==> config.mk <==
export PLATFORM = sky130hd
export DESIGN_NAME = fwft_burst_reader
export DESIGN_NICKNAME = d
export VERILOG_FILES = /design/src/rtl/fwft_burst_pkg.sv /design/src/rtl/fwft_burst_reader.sv
export SDC_FILE = /design/constraint.sdc
export NUM_CORES = 1
export LEC_CHECK = 0
export ABC_AREA = 1
export BUFFER_PORTS_ARGS = -buffer_cell sky130_fd_sc_hd__buf_2
export CORE_ASPECT_RATIO = 0.6
export CORE_MARGIN = 1.5
export CORE_UTILIZATION = 50
export CTS_CLUSTER_DIAMETER = 60
export DETAILED_ROUTE_END_ITERATION = 8
export PLACE_DENSITY = 0.72
export SETUP_SLACK_MARGIN = 0.4
export SLEW_MARGIN = 20
export SYNTH_ARGS = -nofsm -noshare
export SYNTH_HDL_FRONTEND = slang
export SYNTH_SLANG_ARGS = --single-unit
==> constraint.sdc <==
create_clock -name clk -period 1.6 [get_ports clk]
set_input_delay 0.24 -clock clk [delete_from_list [all_inputs] [get_ports clk]]
set_output_delay 0.24 -clock clk [all_outputs]
set_load 0.005 [all_outputs]
==> src/rtl/fwft_burst_pkg.sv <==
// fwft_burst_pkg
//   Shared types for the FWFT burst reader.
//   rd_state_e : reader FSM state encoding (IDLE, BURST, DRAIN).
package fwft_burst_pkg;

    typedef enum logic [1:0] {
        IDLE  = 2'd0,
        BURST = 2'd1,
        DRAIN = 2'd2
    } rd_state_e;

endpackage

==> src/rtl/fwft_burst_reader.sv <==
// fwft_burst_reader
//   Pops a commanded number of words from a first-word-fall-through FIFO and
//   forwards them on a registered valid/ready stream. The final beat of each
//   burst is tagged with m_last.
//
// Ports:
//   clk, reset         : clock (rising edge), asynchronous active-high reset
//   cmd_vld/cmd_len    : burst command, cmd_len+1 beats
//   cmd_rdy            : command accepted when cmd_vld & cmd_rdy
//   ffrvld/ffrdata     : FIFO head word (FWFT)
//   ffrreq             : pop FIFO head this cycle
//   m_vld/m_data/m_last: registered output beat
//   m_rdy              : downstream ready
//   busy               : a burst is in progress
//   done               : pulses while the m_last beat transfers
//
// state | meaning
// ------+---------------------------------------------------------------
// IDLE  | waiting for a command; cmd_rdy high, no pops
// BURST | popping words while remaining != 0 and output register free
// DRAIN | all words popped; waiting for the m_last beat to transfer
module fwft_burst_reader
    import fwft_burst_pkg::*;
#(
    parameter int DW  = 8,
    parameter int BLW = 8
) (
    input  logic           clk,
    input  logic           reset,
    input  logic           cmd_vld,
    input  logic [BLW-1:0] cmd_len,
    output logic           cmd_rdy,
    input  logic           ffrvld,
    input  logic [DW-1:0]  ffrdata,
    output logic           ffrreq,
    output logic           m_vld,
    output logic [DW-1:0]  m_data,
    output logic           m_last,
    input  logic           m_rdy,
    output logic           busy,
    output logic           done
);

    // One bit wider than cmd_len so a maximum-length burst does not wrap.
    localparam logic [BLW:0] ONE = {{BLW{1'b0}}, 1'b1};

    rd_state_e      state_q, state_d;
    logic [BLW:0]   remaining_q, remaining_d;
    logic           m_vld_q, m_vld_d;
    logic [DW-1:0]  m_data_q, m_data_d;
    logic           m_last_q, m_last_d;
    logic           out_free;

    always_ff @(posedge clk or posedge reset) begin
        if (reset) begin
            state_q     <= IDLE;
            remaining_q <= '0;
            m_vld_q     <= 1'b0;
            m_data_q    <= '0;
            m_last_q    <= 1'b0;
        end else begin
            state_q     <= state_d;
            remaining_q <= remaining_d;
            m_vld_q     <= m_vld_d;
            m_data_q    <= m_data_d;
            m_last_q    <= m_last_d;
        end
    end

    always_comb begin
        state_d     = state_q;
        remaining_d = remaining_q;
        m_vld_d     = m_vld_q;
        m_data_d    = m_data_q;
        m_last_d    = m_last_q;
        cmd_rdy     = 1'b0;
        ffrreq      = 1'b0;
        done        = 1'b0;
        // The output register is the only storage, so a pop is allowed only
        // when it is empty or being emptied this cycle.
        out_free    = ~m_vld_q | m_rdy;

        unique case (state_q)
            IDLE: begin
                cmd_rdy = 1'b1;
                if (cmd_vld) begin
                    remaining_d = {1'b0, cmd_len} + ONE;
                    state_d     = BURST;
                end
            end
            BURST: begin
                ffrreq = ffrvld & (remaining_q != '0) & out_free;
                if (ffrreq) begin
                    m_data_d    = ffrdata;
                    m_vld_d     = 1'b1;
                    m_last_d    = (remaining_q == ONE);
                    remaining_d = remaining_q - ONE;
                    if (remaining_q == ONE) begin
                        state_d = DRAIN;
                    end
                end else if (m_vld_q && m_rdy) begin
                    m_vld_d = 1'b0;
                end
            end
            DRAIN: begin
                if (m_vld_q && m_rdy) begin
                    m_vld_d  = 1'b0;
                    m_last_d = 1'b0;
                    done     = 1'b1;
                    state_d  = IDLE;
                end
            end
            default: begin
                state_d = IDLE;
            end
        endcase
    end

    assign m_vld  = m_vld_q;
    assign m_data = m_data_q;
    assign m_last = m_last_q;
    assign busy   = (state_q != IDLE);

endmodule

==> metrics.md, run 1 <==
| Metric | Value |
|---|---|
| Syn Inst Count | ~210 |
| Library cells used by synthesis | 24 |
| Routed WL per cell | between 15 and 20 um |
| Most area-hungry cell type in the Yosys netlist | dfrtp_1 |
| Initial core utilization | a little under three fifths |
| CP max FO | 3 |
| Clk Latency, worst-skew pair | ~0.27 ns |
| Min-Delay Path Class | input pin to register |
| H-tree depth | 1 |
| CP arrival | around 1.8 ns |
| Final hold violation count | 0 |
| EDFF count, synth | 0 |
| Synthesis-stage register bit count | 21 |
| P&R area growth vs syn | 42.8% |
| Async SR Flop Fraction | 100% |
| Maxcap violations | 0 |
| DRT iter0 DRCs | 246 |
| Final worst slack | -0.0365 ns |
| Longest Clk Path Bufs | 2 |
| Via count | between 1500 and 2000 |
| Commonest register cell after synthesis | dfrtp_1 |
| Row cnt | 14 |
| Pwr dens | between 1500 and 2000 nW/um^2 |
| Register area share after synthesis | ~36% |
| Critical Path Sink Type | register |
| Maximum VDD drop | about 0.00091 V |
| Failing checks | negative setup slack |
| Rel. slew slack | a little over four fifths |
| Clock Sinks | 21 |
| First-pass DRT Iterations | 6 |
| Grt total ovfl | 0 |
| Final wirelength | between 4 and 5 mm |
| First-pass GRT wire length | 6.64 mm |
| Port Buf Inserts | 34 |
| Worst flop-to-flop path startpoint | remaining_q[1] |
| Min Tclk post-route | ~1.6 ns |
| Vias in the first global route | around 1400 |
| RSZ-0062 raised after global routing | true |
| Vias per cell | around 5.7 |
| Worst Hold Depth | 3 |
| Top cells by area, synth | dfrtp_1, nand2_1, nand3_1, ha_1, inv_1 |
| Worst-path clk slew | around 0.080 ns |
| Crit path kind | register to register |
| Most frequent cells after synthesis | nand2_1, nand3_1, dfrtp_1, inv_1, nor2_1 |
| Critical Path Sink | state_q[1] |
| Final worst-path cycle share | 102% |
| Largest net degree at the start of global routing | 22 |
| Max Used Layer | met4 |
| Leakage Power | ~0.0011 uW |
| Final GP Congestion | about 0.96 |
| Clock Tree Root | clkbuf_8 |
| Final setup viols | 2 |
| Area share of the largest cell type after synthesis | between 30% and 40% |
| Worst setup SP type | register |
| Synth Area per Inst | 6.86 sq um |
| Io pins | 35 |
| Max Fclk | around 600 MHz |
| Setup crit start | remaining_q[1] |
| Die area | ~3300 sq um |
| Filler cells | 174 |
| CTS tree | yes |
| Total GRT Usage | 27.0% |
| Worst R2R Path Depth | 10 |
| Post-layout net count | 298 |
| Most frequent cell after synthesis | nand2_1 |
| Reg2reg setup slack | -0.04 ns |
| Metal2 WL | between 2 and 2.5 mm |
| Yosys warns | 0 |
| Clk_skew | between 0.004 and 0.005 ns |
| WL met1 | approximately 1.9 mm |
| Worst-Margin Slew | 0.245 ns |
| WHS | 0.178 ns |
| Layout cell share with drive strength beyond 1 | 39.0% |
| ANT cells | 0 |
| Worst Path Required | approximately 1.8 ns |
| Syn Nets | 240 |
| Dpl hpwl | between 2 and 3 mm |
| Routed Antenna Nets | 0 |
| Multi-input logic area | 1000 sq um |
| Max Slew Vio Count | 0 |
| DP Worst Slack | 0.118 ns |
| Synth Cell Area | 1460 sq um |
| Core area | between 2000 and 3000 sq um |
| Status | complete, but fails checks |
| Critical R2R Capture | state_q[1] |
| Die X | just over 70 um |
| Met3 wire len | 597 um |
| Initial antenna violation count | 0 |
| DR DRC count | 0 |
| Total CTS buffers | 3 |
| Seq. cell area | 528 sq um |
| Die H | 44.8 um |
==> report_power, final <==
group	switching [uW]	total, uW	leakage (uW)	internal, uW
Clock	186	362	0.0000217	176
Combinational	1630	2760	0.000839	1140
Sequential	201	967	0.000263	766
Total	2020	4090	0.00112	2080
==> what timing repair did <==
item / CTS / global route
setup buffers: 8 / 8
gates resized for setup: 17 / 33
hold buffers: 1 / 0
endpoints found under the setup margin: 25 / 25
hold endpoints to repair: 13 / 0
pin swaps: 4 / 8
cloned: 1 / 0
==> final cells by class <==
class	count	share of cell area [%]
well taps	32	1.93
flip-flops and latches	21	25.4
clock buffers	3	1.99
clock inverters	1	0.361
inverters	23	4.88
repair buffers	55	17.3
multi-input cells	166	48.1
==> worst max-delay path, cell delays in order (launching register included) <==
cell,delay [ns]
dfrtp_1,0.40
inv_2,0.09
buf_4,0.13
ha_1,0.13
nand2_1,0.06
nor2_2,0.13
nand2_1,0.09
a21oi_2,0.21
nand3_2,0.13
nand2_1,0.10
nand2_1,0.06
==> layer usage <==
layer | global-route usage, % | vias up
met5 | 0 | -
met4 | 4.15 | 0
met3 | 8.26 | 34
met2 | 42.2 | 131
met1 | 38.1 | 762
li1 | - | 794
==> layout by cell type, fill, tap and decap left out, drive strengths merged, types with 2 or more instances in the layout <==
cell	synthesis	final
clkbuf	1	3
a21oi	3	3
nand2	90	90
ha	7	7
buf	2	54
nor2	16	16
nand3	29	30
dfrtp	21	21
nand4	6	6
o21ai	8	8
xor2	2	2
inv	22	22
==> metrics by stage <==
| step | setup TNS (ns) | power (uW) | instances | instance area, sq um | utilization [%] |
|---|---|---|---|---|---|
| 2_1_floorplan | 0 | 2290 | 212 | 1480 | - |
| 3_3_place_gp | 0 | 2770 | 279 | 1700 | 64.6 |
| 3_5_place_dp | 0 | 2820 | 279 | 1700 | 64.6 |
| 4_1_cts | 0 | 3540 | 293 | 1900 | 72.3 |
| 5_1_grt | -0.259 | 4320 | 301 | 2080 | 79.1 |
| 6_report | -0.0464 | 4090 | 301 | 2080 | 79.1 |
==> registers in the layout, summed over array words and instances, names as in the netlist <==
name and flops:
remaining_q 9, m_vld 1, m_data 8, m_last 1
state_q 2
==> cells by family after synthesis <==
kind of cell | synth area share, %
adders and majority gates | 6.02
buffers and inverters | 6.88
DFF | 36.1
AOI/OAI and AO/OA | 4.73
and+or+nand+nor | 44.5
xor gates and xnor gates | 1.81
==> worst min-delay path by stage <==
stage	from	slack [ns]	to
4_1_cts	ffrdata[2]	0.16	m_data[2]
6_report	ffrdata[6]	0.18	m_data[6]
5_1_grt	ffrdata[3]	0.18	m_data[3]
3_3_place_gp	reset	0.28	m_data[7]
2_1_floorplan	reset	0.22	m_data[0]
3_5_place_dp	reset	0.28	m_data[7]
Note: power is estimated with default switching activity, not from simulation.
==> run 2: changes to the inputs <==
--- a/config.mk
+++ b/config.mk
@@ -5,14 +5,14 @@
 export SDC_FILE = /design/constraint.sdc
 export NUM_CORES = 1
 export LEC_CHECK = 0
-export ABC_AREA = 1
+export ABC_AREA = 0
 export BUFFER_PORTS_ARGS = -buffer_cell sky130_fd_sc_hd__buf_2
 export CORE_ASPECT_RATIO = 0.6
 export CORE_MARGIN = 1.5
 export CORE_UTILIZATION = 50
 export CTS_CLUSTER_DIAMETER = 60
 export DETAILED_ROUTE_END_ITERATION = 8
-export PLACE_DENSITY = 0.72
+export PLACE_DENSITY = 0.73
 export SETUP_SLACK_MARGIN = 0.4
 export SLEW_MARGIN = 20
 export SYNTH_ARGS = -nofsm -noshare
==> metrics.md, run 2 <==
| Metric | Value |
|---|---|
| WHS | 0.185 ns (+0.00648 ns) |
| Worst path most repeated cell | buf_4 |
| Pwr dens | 1830 nW/um^2 (-6.9%) |
| Io pins | 35 (unchanged) |
| Maximum VDD drop | 0.00110 V (+22%) |
| Clk Latency, worst-skew pair | 0.28 ns (about the same) |
| H-tree depth | 1 (unchanged) |
| Max reg flops | 9 (unchanged) |
| Worst-path clk slew | 0.10 ns (+0.02 ns) |
| Post-layout net count | 262 (-12%) |
| Die X | 70.9 um (-2.3%) |
| Hold endpoint | m_data[4] |
| Register area share after synthesis | 37.9% (+1.8 points) |
| Filler cells | 92 (-47%) |
| Max Fclk | 485 MHz (-21%) |
| Post-synthesis xor/xnor area fraction | 3.16% (+1.4 points) |
| Final worst slack | -0.464 ns (-0.427 ns) |
| Via count | 1662 (-3.4%) |
| Top cells by area, synth | dfrtp_1, mux2_2, ha_1, nand3_1, nand2_1 |
| Die area | 3110 sq um (-4.6%) |
| Clk_skew | 0.0166 ns (+0.0125 ns) |
| Rel. slew slack | 62.8% (-21 points) |
| Post-Synth Adder-Cell Area | 6.32% (+0.30 points) |
| Final worst-path cycle share | 129% (+27 points) |
| Failing checks | negative setup slack |
| Worst-Margin Slew | 0.557 ns (+0.313 ns) |
| Synthesis-stage register bit count | 21 (unchanged) |
| Worst hold path startpoint | ffrdata[4] |
| Layout cell share with drive strength beyond 1 | 56.2% (+17 points) |
| Most frequent cells after synthesis | dfrtp_1, nand2_1, inv_1, nand3_1 |
| Largest net degree at the start of global routing | 22 (unchanged) |
| Final GP Congestion | 0.914 (-4.5%) |
| CTS tree | yes |
| Vias per cell | 6.27 (+9.7%) |
| P&R area growth vs syn | 67.6% |
| Port Buf Inserts | 34 (unchanged) |
| CP max FO | 6 (+3) |
| Async SR Flop Fraction | 100% (unchanged) |
| Total GRT Usage | 28.5% (+1.5 points) |
| DRT iter0 DRCs | 248 (+0.81%) |
| EDFF count, synth | 0 (unchanged) |
| Longest Clk Path Bufs | 2 (unchanged) |
| CP arrival | 2.22 ns (+0.43 ns) |
| Most frequent cell after synthesis | dfrtp_1 |
| Min-Delay Path Class | input pin to register |
| Clock Tree Root | clkbuf_8 |
| Initial antenna violation count | 0 (unchanged) |
| Yosys warns | 0 (unchanged) |
| Worst Hold Depth | 2 (-1) |
| Final wirelength | 5.79 mm (+21%) |
| Most frequent cells in the layout | buf_4, buf_2, dfrtp_1 |
| DR DRC count | 0 (unchanged) |
| Syn Inst Count | 142 (-33%) |
| Synth Cell Area | 1390 sq um (-4.8%) |
| Reg2reg setup slack | -0.46 ns (-0.43 ns) |
| Most common cell after layout, fill and taps aside | buf_4 |
| Largest family of logic cells by synthesized area | simple AND/OR/NAND/NOR gates |
| Synth Area per Inst | 9.75 sq um (+42%) |
| Core area | 2560 sq um (-2.7%) |
| Mux cell area share after synthesis | 8.67% (+8.7 points) |
| First-pass GRT wire length | 6.62 mm (-0.41%) |
| Maxcap violations | 0 (unchanged) |
| Grt total ovfl | 0 (unchanged) |
| Worst setup SP type | register |
| Worst Path Required | 1.76 ns (about the same) |
| ANT cells | 0 (unchanged) |
| Crit path kind | register to register |
| Crit-path slowest cell | dfrtp_1 |
| Critical R2R Capture | remaining_q[0] |
| Vias in the first global route | 1330 (-7.5%) |
| Critical path's largest stage delay | 0.45 ns (+0.05 ns) |
| CP Cell Sequence | nor4_4, buf_4, buf_12, a311oi_4, buf_4, buf_6, nand3_2, o21ai_1, a222oi_1 |
| Most area-hungry cell type in the Yosys netlist | dfrtp_1 |
| Seq. cell area | 526 sq um (-0.47%) |
| RSZ-0062 raised after global routing | true |
| Syn Nets | 170 (-29%) |
| Commonest register cell after synthesis | dfrtp_1 |
| Routed Antenna Nets | 0 (unchanged) |
| Area post-placement | 1830 sq um (+8.0%) |
| Max Slew Vio Count | 0 (unchanged) |
| Final hold violation count | 0 (unchanged) |
| Final Instance Area | 2320 sq um (+12%) |
| Die H | 43.8 um (-2.3%) |
| Reg with most FFs | remaining_q |
| Total CTS buffers | 3 (unchanged) |
| First-pass DRT Iterations | 6 (unchanged) |
| Area share of the largest cell type after synthesis | 37.9% (+1.8 points) |
| Worst R2R Path Depth | 9 (-1) |
| Routed WL per cell | 21.9 um (+37%) |
| Row cnt | 14 (unchanged) |
| Worst flop-to-flop path startpoint | remaining_q[6] |
| Clock Sinks | 21 (unchanged) |
| Post-Synth Simple-Gate Area | 22.6% (-22 points) |
| Min Tclk post-route | 2.06 ns (+0.427 ns) |
| Leakage Power | 0.00111 uW (-0.96%) |
| Library cells used by synthesis | 44 (+83%) |
| Dpl hpwl | 2.97 mm (+3.8%) |
| Critical Path Sink Type | register |
| Final setup viols | 23 (+21) |
| Status | complete, but fails checks |
| Initial core utilization | 54.2% (-1.2 points) |
| Multi-input logic area | 996 sq um (-0.38%) |
| Compound-Gate Fraction of Synth Area | 18.2% (+14 points) |
==> run 2: routing by layer <==
metal	share of wire, %	global-route usage, %	up-vias	wire length, um
met5	0	3.17	-	0
met4	3.6	7.55	0	210
met3	12	7.44	33	680
met2	45	43.2	141	2610
met1	40	40.9	775	2300
li1	-	-	713	-
==> run 2: metrics by stage <==
step	util (%)	setup TNS, ns	power (uW)	setup WS (ns)	std cells
4_1_cts	82.2	-2.48	3520	-0.271	254
2_1_floorplan	-	-1.38	2000	-0.163	142
3_5_place_dp	71.6	-2.49	2870	-0.188	233
6_report	90.8	-7.76	4260	-0.464	265
5_1_grt	90.8	-8.62	4400	-0.577	265
3_3_place_gp	71.6	-1.74	2790	-0.135	233
==> run 2: kinds of logic (layout without fill, tap and decap cells) <==
group,count (synthesis),in the layout
and+or+nand+nor,56,56
AOI/OAI and AO/OA,31,31
DFF,21,21
muxes,11,11
buffers and inverters,11,102
adders and majority gates,7,7
xor gates and xnor gates,5,5
==> run 2: layout make-up <==
| class | count | share of cell area, % |
|---|---|---|
| clock buffers | 3 | 1.78 |
| well taps | 32 | 1.73 |
| flip-flops and latches | 21 | 22.6 |
| clock inverters | 1 | 0.216 |
| multi-input cells | 110 | 42.9 |
| inverters | 9 | 1.56 |
| repair buffers | 89 | 29.2 |
==> run 2: timing repair <==
item	in CTS	in global routing
setup buffers	16	11
hold buffers	1	0
endpoints found under the hold margin	21	0
gates resized for setup	23	29
gates cloned	0	0
endpoints found under the setup margin	25	25
pin swaps	18	11
==> run 2: where the power goes <==
part,switching [uW],internal (uW)
logic,1370,1510
registers,213,770
clock network,217,175
total,1800,2450
==> run 2: worst max-delay path by stage <==
stage / start / to / slack [ns] / cells past startpoint
floorplan: remaining_q[7] / remaining_q[2] / -0.16 / 5
global route: remaining_q[6] / remaining_q[0] / -0.58 / 9
CTS: remaining_q[6] / remaining_q[7] / -0.27 / 8
global placement: remaining_q[8] / m_data[7] / -0.14 / 4
finish: remaining_q[6] / remaining_q[0] / -0.46 / 9
detailed placement: remaining_q[8] / m_data[5] / -0.19 / 4
==> run 2: worst max-delay path, delay by kind of cell, from the launching register on <==
kind / cells / cell delay [ns]
and+or+nand+nor: 2 / 0.37
AOI/OAI and AO/OA: 3 / 0.52
buffers and inverters: 4 / 0.60
DFF: 1 / 0.45
==> run 3: changes to the inputs <==
==> constraint.sdc (replaced) <==
create_clock -name clk -period 2.5 [get_ports clk]
set_input_delay 0.375 -clock clk [delete_from_list [all_inputs] [get_ports clk]]
set_output_delay 0.375 -clock clk [all_outputs]
set_load 0.01 [all_outputs]
==> metrics.md, run 3 (same netlist as run 2, synthesis figures left out) <==
| Metric | Value |
|---|---|
| Total CTS buffers | 3 (unchanged) |
| Io pins | 35 (unchanged) |
| Port Buf Inserts | 34 (unchanged) |
| Clock Sinks | 21 (unchanged) |
| Die X | 70.9 um (unchanged) |
| P&R area growth vs syn | 24.4% |
| Longest Clk Path Bufs | 2 (unchanged) |
| Vias per cell | 5.85 (-6.7%) |
| Die H | 43.8 um (unchanged) |
| Grt total ovfl | 0 (unchanged) |
| Critical Path Sink | ffrreq |
| CTS tree | yes |
| ANT cells | 0 (unchanged) |
| Maxcap violations | 0 (unchanged) |
| WL met1 | 1.66 mm (-28%) |
| Final GP Congestion | 0.965 (+5.6%) |
| Clk Latency, worst-skew pair | 0.26 ns (-0.02 ns) |
| DRT iter0 DRCs | 122 (-51%) |
| Leakage Power | 0.000801 uW (-28%) |
| Pwr dens | 1110 nW/um^2 (-40%) |
| Min-Delay Path Class | input pin to asynchronous set/reset pin |
| Final worst-path cycle share | 80.5% |
| Via count | 1288 (-23%) |
| Worst-Margin Slew | 0.802 ns (+0.245 ns) |
| CP arrival | 1.64 ns (-0.58 ns) |
| Layout cell share with drive strength beyond 1 | 34.6% (-22 points) |
| First-pass DRT Iterations | 4 (-2) |
| Most frequent cells in the layout | buf_2, dfrtp_1, nand2_1 |
| Final setup viols | 0 (-100%) |
| Critical R2R Capture | remaining_q[7] |
| Setup crit start | remaining_q[7] |
| Worst Path Required | 2.12 ns (+0.36 ns) |
| H-tree depth | 1 (unchanged) |
| Most common cell after layout, fill and taps aside | buf_2 |
| Critical Path Sink Type | output pin |
| Routed Antenna Nets | 0 (unchanged) |
| Row cnt | 14 (unchanged) |
| Total GRT Usage | 23.9% (-4.6 points) |
| Dpl hpwl | 2.62 mm (-12%) |
| Worst-path clk slew | 0.08 ns (-0.02 ns) |
| CP max FO | 6 (unchanged) |
| Vias in the first global route | 1176 (-12%) |
| Rel. slew slack | 46.5% (-16 points) |
| Min Tclk post-route | slightly above 2 ns |
| Die area | 3110 sq um (unchanged) |
| Max Used Layer | met4 |
| RSZ-0062 raised after global routing | false |
| Initial antenna violation count | 0 (unchanged) |
| DR DRC count | 0 (unchanged) |
| Maximum VDD drop | 0.000603 V (-45%) |
| Metal2 WL | 1.53 mm (-41%) |
| Met3 wire len | 313 um (-54%) |
| Setup TNS | 0 ns (+7.76 ns) |
| Max Slew Vio Count | 0 (unchanged) |
| Worst flop-to-flop path startpoint | remaining_q[2] |
| Status | complete, no violations |
| WHS | 0.252 ns (+0.0676 ns) |
| Final wirelength | 3.53 mm (-39%) |
| Largest net degree at the start of global routing | 22 (unchanged) |
| Routed WL per cell | 16.0 um (-27%) |
| Final hold violation count | 0 (unchanged) |
| Crit path kind | register to output pin |
| Reg2reg setup slack | 0.51 ns (+0.97 ns) |
| Max Fclk | between 400 and 500 MHz |
| Post-layout net count | 217 (-17%) |
| Reg with most FFs | remaining_q |
| Core area | 2560 sq um (unchanged) |
| Initial core utilization | 54.2% (unchanged) |
| Clk_skew | 0.00188 ns (-0.0147 ns) |
| Clock Tree Root | clkbuf_8 |
| Worst R2R Path Depth | 4 (-5) |
| First-pass GRT wire length | 5.71 mm (-14%) |
| Max reg flops | 9 (unchanged) |
| Worst setup SP type | register |
[run 3: routing by layer]
metal	vias up	GRT usage, %
met5	-	0
met4	0	5.66
li1	619	-
met1	607	36.2
met2	58	33.6
met3	4	6.98
[run 3: final cells by class]
class,count,area [sq um]
clock buffer,3,41.3
clock inverter,1,7.51
fill,205,835
inverter,9,33.8
multi-input combinational,110,830
sequential,21,526
tap,32,40.0
timing repair buffer,44,245
[run 3: critical path, stage by stage (launching register included)]
cell      delay [ns]
dfrtp_1         0.46
nor4_4          0.43
a311oi_4        0.18
nand2_4         0.13
inv_1           0.05
buf_2           0.14
[run 3: repair_timing]
action	CTS	global route
resized for setup	2	2
setup endpoints to repair	1	2
hold buffers	0	0
buffers inserted	3	4
pin swaps	1	2
[run 3: through the flow]
step	power [uW]	instance area [sq um]	worst slack [ns]	utilization, %	instances
final	1910	1720	0.487	67.4	220
after global routing	2030	1720	0.402	67.4	220
after CTS	1850	1690	0.452	66.0	216
after detailed placement	1570	1610	0.405	62.9	209
after global placement	1540	1610	0.503	62.9	209
after floorplan	1260	1390	0.619	-	142
[run 3: worst min-delay path by stage]
stage	to	slack (ns)	depth (start not counted)	from
2_1_floorplan	m_data[0]	0.35	1	reset
3_3_place_gp	m_data[0]	0.48	1	m_data[0]
3_5_place_dp	m_data[4]	0.49	1	m_data[4]
4_1_cts	state_q[0]	0.27	2	reset
5_1_grt	state_q[1]	0.32	2	reset
6_report	state_q[0]	0.25	2	reset
[run 3: power breakdown]
group	leakage [uW]	switching, uW	internal, uW
clock	0.0000217	116	113
combinational	0.000529	574	470
sequential	0.000250	143	492
